$ cat src/rtl/translation_pkg.sv
// translation_pkg
//   Shared types and constants for the CP0 TLB instruction sequencer.
//   - TLB_ENTRIES / IW : default TLB depth and index width
//   - tlb_addr_t       : one TLB entry address
//   - tlb_op_t         : encoding of op_type from the memory stage
//   - tlb_op_state_t   : sequencer FSM states (PROBE_REG is only reached
//                        when TLB_OP_REG_PROBE_EN is defined)
package translation_pkg;

  localparam int TLB_ENTRIES = 16;
  localparam int IW          = $clog2(TLB_ENTRIES);

  typedef logic [IW-1:0] tlb_addr_t;

  typedef enum logic [1:0] {
    TLBP  = 2'b00,
    TLBR  = 2'b01,
    TLBWI = 2'b10,
    TLBWR = 2'b11
  } tlb_op_t;

  typedef enum logic [2:0] {
    IDLE      = 3'd0,
    PROBE     = 3'd1,
    PROBE_REG = 3'd2,
    READ      = 3'd3,
    WRITE     = 3'd4,
    DONE      = 3'd5
  } tlb_op_state_t;

endpackage

$ cat src/rtl/tlb_random_ctr.sv
// tlb_random_ctr
//   Owns the CP0 Random and Wired registers. Random counts down every
//   cycle and wraps back to TLB_ENTRIES-1 once it is at or below Wired,
//   so it only ever visits the non-wired entries. Writing Wired reloads
//   Random to the top in the same cycle.
// Ports
//   clk, resetn  : clock, asynchronous active-low reset
//   wired_we     : MTC0 Wired strobe
//   wired_wdata  : new Wired value
//   random       : current CP0 Random
//   wired        : current CP0 Wired
module tlb_random_ctr
  import translation_pkg::*;
#(
  parameter int   TLB_ENTRIES = translation_pkg::TLB_ENTRIES,
  localparam int  IW          = $clog2(TLB_ENTRIES)
) (
  input  logic          clk,
  input  logic          resetn,
  input  logic          wired_we,
  input  logic [IW-1:0] wired_wdata,
  output logic [IW-1:0] random,
  output logic [IW-1:0] wired
);

  localparam logic [IW-1:0] TOP = IW'(TLB_ENTRIES - 1);

  // A Wired write takes priority over the normal decrement. The <= test
  // also pins Random at the top when Wired itself is TLB_ENTRIES-1.
  always_ff @(posedge clk or negedge resetn) begin
    if (!resetn) begin
      random <= TOP;
      wired  <= '0;
    end else if (wired_we) begin
      wired  <= wired_wdata;
      random <= TOP;
    end else if (random <= wired) begin
      random <= TOP;
    end else begin
      random <= random - IW'(1);
    end
  end

endmodule

$ cat src/rtl/tlb_op_ctrl.sv
// tlb_op_ctrl
//   Sequences TLBP / TLBR / TLBWI / TLBWR against the shared MMU TLB array,
//   one op at a time, stalling the pipeline through busy while active.
//   Flow: IDLE -> PROBE | READ | WRITE -> DONE -> IDLE.
// Configuration
//   TLB_OP_REG_PROBE_EN : when defined, PROBE spends an extra cycle
//                         (PROBE_REG) and samples the probe port in the
//                         second cycle, easing the CAM lookup path.
// Ports
//   clk, resetn              : clock, asynchronous active-low reset
//   op_valid/op_type/op_ready: op handshake from the memory stage
//   flush                    : exception/ERET flush
//   cp0_index                : CP0 Index.index
//   wired_we/wired_wdata     : MTC0 Wired
//   probe_hit/probe_index    : TLB probe-port lookup result
//   tlbw_valid/tlbw_addr     : TLB write strobe and address
//   tlbra                    : TLB read address
//   index_we/index_wdata     : CP0 Index write {P, index}
//   entry_we                 : load EntryHi/Lo0/Lo1 from TLB read data
//   random/wired             : CP0 Random / Wired
//   busy                     : pipeline stall
//   op_done                  : one-cycle completion pulse
module tlb_op_ctrl
  import translation_pkg::*;
#(
  parameter int   TLB_ENTRIES = translation_pkg::TLB_ENTRIES,
  localparam int  IW          = $clog2(TLB_ENTRIES)
) (
  input  logic          clk,
  input  logic          resetn,
  input  logic          op_valid,
  input  logic [1:0]    op_type,
  output logic          op_ready,
  input  logic          flush,
  input  logic [IW-1:0] cp0_index,
  input  logic          wired_we,
  input  logic [IW-1:0] wired_wdata,
  input  logic          probe_hit,
  input  logic [IW-1:0] probe_index,
  output logic          tlbw_valid,
  output logic [IW-1:0] tlbw_addr,
  output logic [IW-1:0] tlbra,
  output logic          index_we,
  output logic [IW:0]   index_wdata,
  output logic          entry_we,
  output logic [IW-1:0] random,
  output logic [IW-1:0] wired,
  output logic          busy,
  output logic          op_done
);

  tlb_op_state_t state_q, state_d;
  tlb_op_t       op_q;
  logic [IW-1:0] waddr_q;
  logic [IW-1:0] tlbra_q;
  logic          hit_q;
  logic [IW-1:0] hit_idx_q;
  logic          suppress_q;
  logic          accept;

`ifdef TLB_OP_REG_PROBE_EN
  localparam tlb_op_state_t PROBE_SAMPLE = PROBE_REG;
`else
  localparam tlb_op_state_t PROBE_SAMPLE = PROBE;
`endif

  tlb_random_ctr #(.TLB_ENTRIES(TLB_ENTRIES)) u_random_ctr (
    .clk         (clk),
    .resetn      (resetn),
    .wired_we    (wired_we),
    .wired_wdata (wired_wdata),
    .random      (random),
    .wired       (wired)
  );

  assign op_ready    = (state_q == IDLE) & ~flush;
  assign accept      = op_valid & op_ready;
  assign tlbw_addr   = waddr_q;
  assign tlbra       = tlbra_q;
  assign index_wdata = {~hit_q, (hit_q ? hit_idx_q : {IW{1'b0}})};

  // Next-state and strobe decode. A flush abandons a probe or read before
  // any CP0 state is touched, but a write already on the TLB port finishes.
  always_comb begin
    state_d    = state_q;
    busy       = (state_q != IDLE);
    tlbw_valid = (state_q == WRITE);
    index_we   = (state_q == DONE) && (op_q == TLBP);
    entry_we   = (state_q == DONE) && (op_q == TLBR);
    op_done    = (state_q == DONE) && !suppress_q;
    case (state_q)
      IDLE: begin
        if (accept) begin
          case (op_type)
            TLBP:    state_d = PROBE;
            TLBR:    state_d = READ;
            default: state_d = WRITE;
          endcase
        end
      end
`ifdef TLB_OP_REG_PROBE_EN
      PROBE:     state_d = flush ? IDLE : PROBE_REG;
`else
      PROBE:     state_d = flush ? IDLE : DONE;
`endif
      PROBE_REG: state_d = flush ? IDLE : DONE;
      READ:      state_d = flush ? IDLE : DONE;
      WRITE:     state_d = DONE;
      DONE:      state_d = IDLE;
      default:   state_d = IDLE;
    endcase
  end

  // State and datapath registers. TLBWR captures Random as it stands in
  // the accept cycle, before any same-cycle Wired write reloads it.
  always_ff @(posedge clk or negedge resetn) begin
    if (!resetn) begin
      state_q    <= IDLE;
      op_q       <= TLBP;
      waddr_q    <= '0;
      tlbra_q    <= '0;
      hit_q      <= 1'b0;
      hit_idx_q  <= '0;
      suppress_q <= 1'b0;
    end else begin
      state_q <= state_d;
      if (accept) begin
        op_q       <= tlb_op_t'(op_type);
        suppress_q <= 1'b0;
        case (op_type)
          TLBWR:   waddr_q <= random;
          TLBWI:   waddr_q <= cp0_index;
          TLBR:    tlbra_q <= cp0_index;
          default: ;
        endcase
      end
      if (state_q == PROBE_SAMPLE) begin
        hit_q     <= probe_hit;
        hit_idx_q <= probe_index;
      end
      if (state_q == WRITE) begin
        suppress_q <= flush;
      end
    end
  end

endmodule
$ cat config.mk
export PLATFORM = sky130hd
export DESIGN_NAME = tlb_op_ctrl
export DESIGN_NICKNAME = d
export VERILOG_FILES = /design/src/rtl/translation_pkg.sv /design/src/rtl/tlb_random_ctr.sv /design/src/rtl/tlb_op_ctrl.sv
export SDC_FILE = /design/constraint.sdc
export NUM_CORES = 1
export LEC_CHECK = 0
export CORE_AREA = 2 2 75 77
export CTS_CLUSTER_DIAMETER = 100
export DETAILED_ROUTE_END_ITERATION = 6
export DIE_AREA = 0 0 77 79
export GPL_TIMING_DRIVEN = 0
export PLACE_DENSITY = 0.48
export SKIP_LAST_GASP = 1
export SYNTH_ARGS = -nofsm -noshare
export SYNTH_HDL_FRONTEND = slang
export SYNTH_SLANG_ARGS = --single-unit
$ cat constraint.sdc
create_clock -name clk -period 1.9 [get_ports clk]
set_clock_uncertainty 0.15 [all_clocks]
set_input_delay 0.19 -clock clk [delete_from_list [all_inputs] [get_ports clk]]
set_output_delay 0.19 -clock clk [all_outputs]
set_load 0.02 [all_outputs]
==> flow_summary.toml, run 1 <==
[grt]
gr-total-overflow = 0
grt_use_total_pct = 10.08
grt_antenna_before_repair = 0
grt_start_max_net_pins = 28
grt_pass1_vias = 1015
grt_first_pass_wirelength_um = 4940

[power]
finalPower_w = 0.002426
p_per_area_nw_per_um2 = 1292
power.leakage_nw = 0.7929
peakVddDrop_v = 0.0006058

[synthesis]
synth_top_area_share_pct = 44.66
synth_area_leaders = "dfrtp_1, mux2_2, dfstp_2"
synth.largest_area_cell = "dfrtp_1"
ys_types = 29
synth_commonest_cells = "dfrtp_1, mux2_2, inv_1"
synth_ff_type = "dfrtp_1"
synth_nets = 130
synth_most_common_cell = "dfrtp_1"
syn_avg_cell_area_um2 = 12.27
async_flop_share_pct = 100.0
syn_inst = 105
ys_ff_latch = 27
synth-edff-count = 0
yosysSeqAreaShare_pct = 52.82
yosysWarnings = 0
syn_area_um2 = 1289

[sta]
maxSlewViolCount = 0
worstMarginPinSlew_ps = 636.0
fin_crit_sh_pct = 96.65
rsz0062_at_grt = "false"
final_hold_viol_count = 0
relSlewSlack_pct = 57.60
fmax_mhz = 544.6
fin_crit_ps = 1836
setup_violations = 0

[routing]
met1Wirelength_um = 1264
vias = 962
drt_iter0_drc = 35
vias_per_cell = 4.238
drc = 0
routedWlPerCell_um = 12.95
highest_layer = "met4"
dr.pass1.iters = 4
routed_wl_um = 2939
detail-route-antenna-nets = 0
wl_met3_um = 210
wl_met2_um = 1424

[clocking]
cts.sinks = 27
cts_buffers = 3
clk_pin_slew_ps = 100
htree_num_levels = 1
root_buffer = "clkbuf_8"
clock_path_buffers = 2
cts_tree = "done"
cts_setup_buffers = 0
clock_latency_ps = 280

[worst_setup_path]
path_class = "reg -> out"
worstPathRequired_ps = 1560
cp_cell_sequence = "or3_4, dlygate4sd2_1"
crit_path_max_incr_delay_ps = 470
crit_slowest_cell = "dfrtp_1"
crit_fanout = 6
worstSetupStartpointType = "register"
endpoint_kind = "output pin"
critPathArrivalTime_ps = 1500

[min_path]
hold_class = "in -> async"

[layout]
syn2layout_area_growth_pct = 45.73
multi_input_area_um2 = 570.5
final_net_count = 181
regArea_um2 = 683.2
drive_above_1_share_pct = 23.87
finalNonFillerCells = 227
n_antenna_cell = 0
nFillCells = 564

[place]
io_buffers = 46
dp_cells = 223
dp_hpwl_um = 2234
place_congestion = 0.7401

[floorplan]
die_w_um = 77
die_h_um = 79
rows = 27
die_area_um2 = 6083
start_util_pct = 24.14
io_pins = 47
core_area_um2 = 5338

[job]
drv_cap = 0

[run_status]
status = "completed"
## worst max-delay path: cells and delay by family (launching register included)
family,cells,cell delay (ps)
AND/OR/NAND/NOR,1,410
flip-flops,1,470
buffers and inverters,1,340
## routing by layer
metal | GRT usage [%] | vias up
li1 | - | 469
met1 | 13.04 | 458
met5 | 0 | -
met4 | 3.214 | 0
met3 | 3.295 | 5
met2 | 16.05 | 30
## registers in the layout, indices dropped and copies added, names as in the netlist
| register | flops |
|---|---|
| op_q | 2 |
| hit_idx_q | 4 |
| hit_q | 1 |
| state_q | 3 |
| tlbw_addr | 4 |
| u_random_ctr.wired | 4 |
| tlbra | 4 |
| u_random_ctr.random | 4 |
| suppress_q | 1 |
## where the power goes
group / internal [W] / switching (W)
registers: 0.000789 / 0.000160
clock network: 0.000148 / 0.000196
logic: 0.000596 / 0.000538
## cells in the final DEF (no fill, tap or decap), types with 2 or more instances in the layout
cell / n
clkdlybuf4s50_1: 38
dfrtp_1: 21
mux2_2: 18
inv_1: 8
nand2_1: 6
and2_1: 5
nand3_1: 5
o21ai_0: 5
ha_1: 5
dlygate4sd2_1: 4
dfstp_2: 4
a21oi_1: 3
clkbuf_8: 3
xnor2_1: 2
nor3_1: 2
buf_2: 2
o21a_1: 2
clkbuf_2: 2
dfrtp_2: 2
## kinds of logic after synthesis
logic type	share of synthesized area, %
buffers and inverters	3.106
AO/OA/AOI/OAI	7.476
flip-flops	52.82
AND/OR/NAND/NOR	14.66
XOR/XNOR	1.359
multiplexers	15.73
adder cells (fa/ha/maj)	4.854
## repair_timing
action,in CTS,in global routing
setup endpoints to repair,6,13
cloned,0,0
hold buffers,0,1
resized for setup,7,9
pin swaps,0,1
endpoints found under the hold margin,0,23
## metrics by stage
stage / hold WS, ps / area (um^2) / util (%) / setup TNS, ps / worst slack [ps]
2_1_floorplan: -255.6 / 1289 / - / 0 / 34.52
3_3_place_gp: 326.2 / 1839 / 34.46 / -526.3 / -111.7
3_5_place_dp: 319.8 / 1839 / 34.46 / -441.4 / -94.85
4_1_cts: 316.4 / 1881 / 35.23 / -20.11 / -20.11
5_1_grt: 345.7 / 1878 / 35.19 / 0 / 5.537
6_report: 305.7 / 1878 / 35.19 / 0 / 63.69
## final timing paths
| path | startpoint | end | slack (ps) | cells after the start |
|---|---|---|---|---|
| worst max-delay path | state_q[0] | busy | 60 | 2 |
| worst max register to register | state_q[0] | tlbw_addr[0] | 110 | 3 |
| min in group clk | probe_hit | hit_q | 310 | 3 |
| max in group asynchronous | resetn | state_q[2] | 840 | 2 |
| worst min-delay path | resetn | tlbra[3] | 310 | 2 |
| worst min register to register | u_random_ctr.random[0] | u_random_ctr.random[0] | 340 | 1 |
## final cells by class
class                   count  share of cell area, %
inverters                   8                  1.599
plain buffers               1                 0.2665
clock inverters             1                 0.2665
well taps                  72                  4.797
clock buffers               3                  2.199
multi-input cells          68                  30.38
flip-flops and latches     27                  36.38
repair buffers             47                  24.12
Power figures use the tool's default switching activity.
==> run 2, diff against run 1 <==
- CTS_CLUSTER_DIAMETER: 100 -> 80
- MAX_ROUTING_LAYER: unset -> met4
==> run 2 against run 1 <==
Worst setup slack is the same. Count of clock-buffer cells in the layout is the same. Via count unchanged. First-iteration DRC count rose by 8.6%. Register-to-register slack about the same. Core utilization did not move. Sequential cell count did not move. Combinational power about the same. Final cell count is the same. Sequential share of layout area did not move. Clock power is essentially flat. Critical endpoint unchanged.
==> flow_summary.toml, run 2 (same netlist as run 1, synthesis figures left out) <==
[run_status]
status = "completed"

[clocking]
clock_latency_ps = 280
root_buffer = "clkbuf_8"
clk_pin_slew_ps = 100
htree_num_levels = 1
cts_tree = "done"
cts_buffers = 3
cts.sinks = 27
cts_setup_buffers = 0
clock_path_buffers = 2

[routing]
detail-route-antenna-nets = 0
drt_iter0_drc = 38
drc = 0
vias_per_cell = 4.238
vias = 962
routed_wl_um = 2939
routedWlPerCell_um = 12.95
dr.pass1.iters = 4

[layout]
syn2layout_area_growth_pct = 45.73
nFillCells = 564
n_antenna_cell = 0
final_net_count = 181
final_common_cell = "clkdlybuf4s50_1"
drive_above_1_share_pct = 23.87
finalNonFillerCells = 227
final_cell_mix = "clkdlybuf4s50_1, dfrtp_1, mux2_2"

[floorplan]
die_area_um2 = 6083
rows = 27
core_area_um2 = 5338
die_h_um = 79
start_util_pct = 24.14
io_pins = 47
die_w_um = 77

[sta]
fin_crit_ps = 1836
final_hold_viol_count = 0
fin_crit_sh_pct = 96.65
whs_ps = 305.7
relSlewSlack_pct = 57.60
worstMarginPinSlew_ps = 635.9
fmax_mhz = 544.6
rsz0062_at_grt = "false"
maxSlewViolCount = 0
setup_violations = 0
setup_ws_ps = 63.69

[worst_setup_path]
endpoint_kind = "output pin"
crit_slowest_cell = "dfrtp_1"
worstPathRequired_ps = 1560
path_class = "reg -> out"
crit_fanout = 6
worstSetupStartpointType = "register"
crit_path_max_incr_delay_ps = 470
critPathArrivalTime_ps = 1500
cp_cell_sequence = "or3_4, dlygate4sd2_1"
r2r_slack_ps = 110

[grt]
grt_use_total_pct = 10.36
grt_pass1_vias = 1015
grt_antenna_before_repair = 0
grt_start_max_net_pins = 28
gr-total-overflow = 0
grt_first_pass_wirelength_um = 4940

[power]
finalPower_w = 0.002426
p_per_area_nw_per_um2 = 1292
peakVddDrop_v = 0.0006058
power.leakage_nw = 0.7929

[place]
dp_cells = 223
place_ws_ps = -94.85
io_buffers = 46
place_congestion = 0.7493
dp_hpwl_um = 2234

[job]
drv_cap = 0

[min_path]
hold_class = "in -> async"
run 2: cell counts in the layout (fill, tap and decap cells not counted):
Identical to the previous run, type by type.
run 2: worst paths after layout:
check                                        from                      to  depth (start not counted)
setup reg to reg                       state_q[0]            tlbw_addr[0]                          3
setup / recovery                       state_q[0]                    busy                          2
hold reg to reg            u_random_ctr.random[0]  u_random_ctr.random[0]                          1
max in group asynchronous                  resetn              state_q[2]                          2
min in group clk                        probe_hit                   hit_q                          3
hold / removal                             resetn                tlbra[3]                          2
run 2: final cells by class:
class                           instances  area [um^2]  area share (%)
Multi-Input combinational cell         68        570.5           30.38
Clock inverter                          1        5.005          0.2665
Sequential cell                        27        683.2           36.38
Inverter                                8        30.03           1.599
Timing Repair Buffer                   47        452.9           24.12
Buffer                                  1        5.005          0.2665
Clock buffer                            3        41.29           2.199
Tap cell                               72        90.09           4.797
run 2: layer usage:
layer  vias to the layer above  global-route usage [%]  part of all wire (%)
li1                        469                       -                     -
met1                       458                   13.18                    43
met2                        30                   16.05                    48
met3                         5                   3.068                   6.7
met4                         0                   3.214                   1.4
met5                         -                       -                     0
run 2: power breakdown:
part / internal (W) / leakage, nW / switching [W] / total (W)
sequential: 0.000789 / 0.317 / 0.000160 / 0.000949
clock: 0.000148 / 0.0255 / 0.000196 / 0.000344
combinational: 0.000596 / 0.450 / 0.000538 / 0.00113
total: 0.00153 / 0.793 / 0.000894 / 0.00243
run 2: metrics by stage:
stage / cell area (um^2) / util [%] / setup TNS (ps)
6_report: 1878 / 35.19 / 0
2_1_floorplan: 1289 / - / 0
4_1_cts: 1881 / 35.23 / -20.11
5_1_grt: 1878 / 35.19 / 0
3_3_place_gp: 1839 / 34.46 / -526.3
3_5_place_dp: 1839 / 34.46 / -441.4
run 2: what timing repair did:
action / in CTS / in global routing
endpoints found under the hold margin: 0 / 23
hold buffers: 0 / 1
gates resized for setup: 7 / 9
pin swaps: 0 / 1
endpoints found under the setup margin: 6 / 13
run 2: critical path, delay by kind of cell (launching register included):
family / cells / cell delay, ps
buf+inv: 1 / 340
flops: 1 / 470
simple gates: 1 / 410
==> run 3, diff against run 2 <==
- CORE_AREA: 2 2 75 77 -> 2 2 60 62
- DIE_AREA: 0 0 77 79 -> 0 0 62 64
- PLACE_DENSITY: 0.48 -> 0.7
==> run 3 against run 2 <==
Sequential cell count stayed put. Clock power fell by 30%. Highest routed layer unchanged. Sequential power is essentially flat. Critical path depth stayed put. Critical path type unchanged.
==> flow_summary.toml, run 3 (same netlist as run 1, synthesis figures left out) <==
[routing]
dr.pass1.iters = 4
routedWlPerCell_um = 13.75
drc = 0
vias = 986
vias_per_cell = 4.905
drt_iter0_drc = 22
routed_wl_um = 2764
detail-route-antenna-nets = 0

[layout]
final_cell_mix = "clkdlybuf4s50_1, dfrtp_1, mux2_2"
syn2layout_area_growth_pct = 42.43
final_util_pct = 55.89
finalNonFillerCells = 201
drive_above_1_share_pct = 25.81
final_common_cell = "clkdlybuf4s50_1"
n_antenna_cell = 0
final_net_count = 181

[clocking]
clock_path_buffers = 2
cts_buffers = 3
cts.sinks = 27
clock_latency_ps = 310
root_buffer = "clkbuf_4"
cts_setup_buffers = 0
htree_num_levels = 1
clk_pin_slew_ps = 140
cts_tree = "done"

[worst_setup_path]
critPathArrivalTime_ps = 1480
worstSetupStartpointType = "register"
worstPathRequired_ps = 1560
crit_fanout = 6
path_class = "reg -> out"
endpoint_kind = "output pin"

[place]
dp_cells = 197
dp_hpwl_um = 2212
io_buffers = 46
place_congestion = 0.8172

[sta]
fin_crit_ps = 1822
final_hold_viol_count = 0
rsz0062_at_grt = "false"
fin_crit_sh_pct = 95.88
worstMarginPinSlew_ps = 575.7
fmax_mhz = 548.9
relSlewSlack_pct = 61.62
maxSlewViolCount = 0
setup_violations = 0

[power]
peakVddDrop_v = 0.0004227
power.leakage_nw = 0.8425
p_per_area_nw_per_um2 = 1258
finalPower_w = 0.002308

[min_path]
hold_class = "in -> async"

[floorplan]
start_util_pct = 39.24
die_h_um = 64
die_w_um = 62
rows = 21
io_pins = 47
die_area_um2 = 3968
core_area_um2 = 3284

[grt]
gr-total-overflow = 0
grt_first_pass_wirelength_um = 4616
grt_start_max_net_pins = 28
grt_pass1_vias = 1016
grt_use_total_pct = 15.94
grt_antenna_before_repair = 0

[run_status]
status = "completed"

[job]
drv_cap = 0
[run 3: area by class of cell]
type / count / area (um^2)
multi-input combinational: 68 / 570.5
sequential: 27 / 684.4
fill: 300 / 1449
tap: 46 / 57.56
buffer: 1 / 5.005
clock buffer: 4 / 26.28
timing repair buffer: 47 / 461.7
inverter: 8 / 30.03
[run 3: per-layer routing]
layer,GRT usage [%],wire (um),vias up
li1,-,-,472
met1,20.49,1171,477
met2,25.52,1386,35
met3,3.644,184,2
met4,3.191,21,0
met5,-,0,-
[run 3: repair_timing]
item	CTS	global route
endpoints found under the hold margin	0	23
endpoints found under the setup margin	11	21
gates resized for setup	11	19
hold buffers	0	1
pin swaps	1	0
[run 3: stage by stage]
| step | setup WS [ps] | hold slack (ps) | TNS (ps) | instance area (um^2) |
|---|---|---|---|---|
| final | 78.31 | 234.0 | 0 | 1836 |
| after global routing | 6.504 | 246.9 | 0 | 1836 |
| after CTS | -31.58 | 268.5 | -31.58 | 1831 |
| after detailed placement | -78.80 | 333.8 | -383.5 | 1807 |
| after global placement | -61.31 | 328.4 | -289.6 | 1807 |
| after floorplan | 34.52 | -255.6 | 0 | 1289 |
[run 3: final timing paths]
kind / slack [ps] / cells after the start / to / start
worst max register to register: 80 / 3 / tlbw_addr[1] / state_q[1]
worst min register to register: 360 / 1 / u_random_ctr.random[0] / u_random_ctr.random[0]
worst min-delay path: 230 / 2 / state_q[2] / resetn
min in group clk: 270 / 3 / u_random_ctr.wired[1] / wired_wdata[1]
worst max-delay path: 80 / 2 / busy / state_q[1]
max in group asynchronous: 960 / 2 / state_q[1] / resetn
[run 3: critical path, stage by stage (launching register included)]
cell and delay, ps:
dfrtp_2 490, or3_4 420, clkdlybuf4s15_2 260
[run 3: where the power goes]
part / internal, W / switching [W] / total (W)
combinational: 0.000587 / 0.000527 / 0.00111
sequential: 0.000790 / 0.000163 / 0.000952
clock: 0.0000821 / 0.000160 / 0.000242
total: 0.00146 / 0.000850 / 0.00231
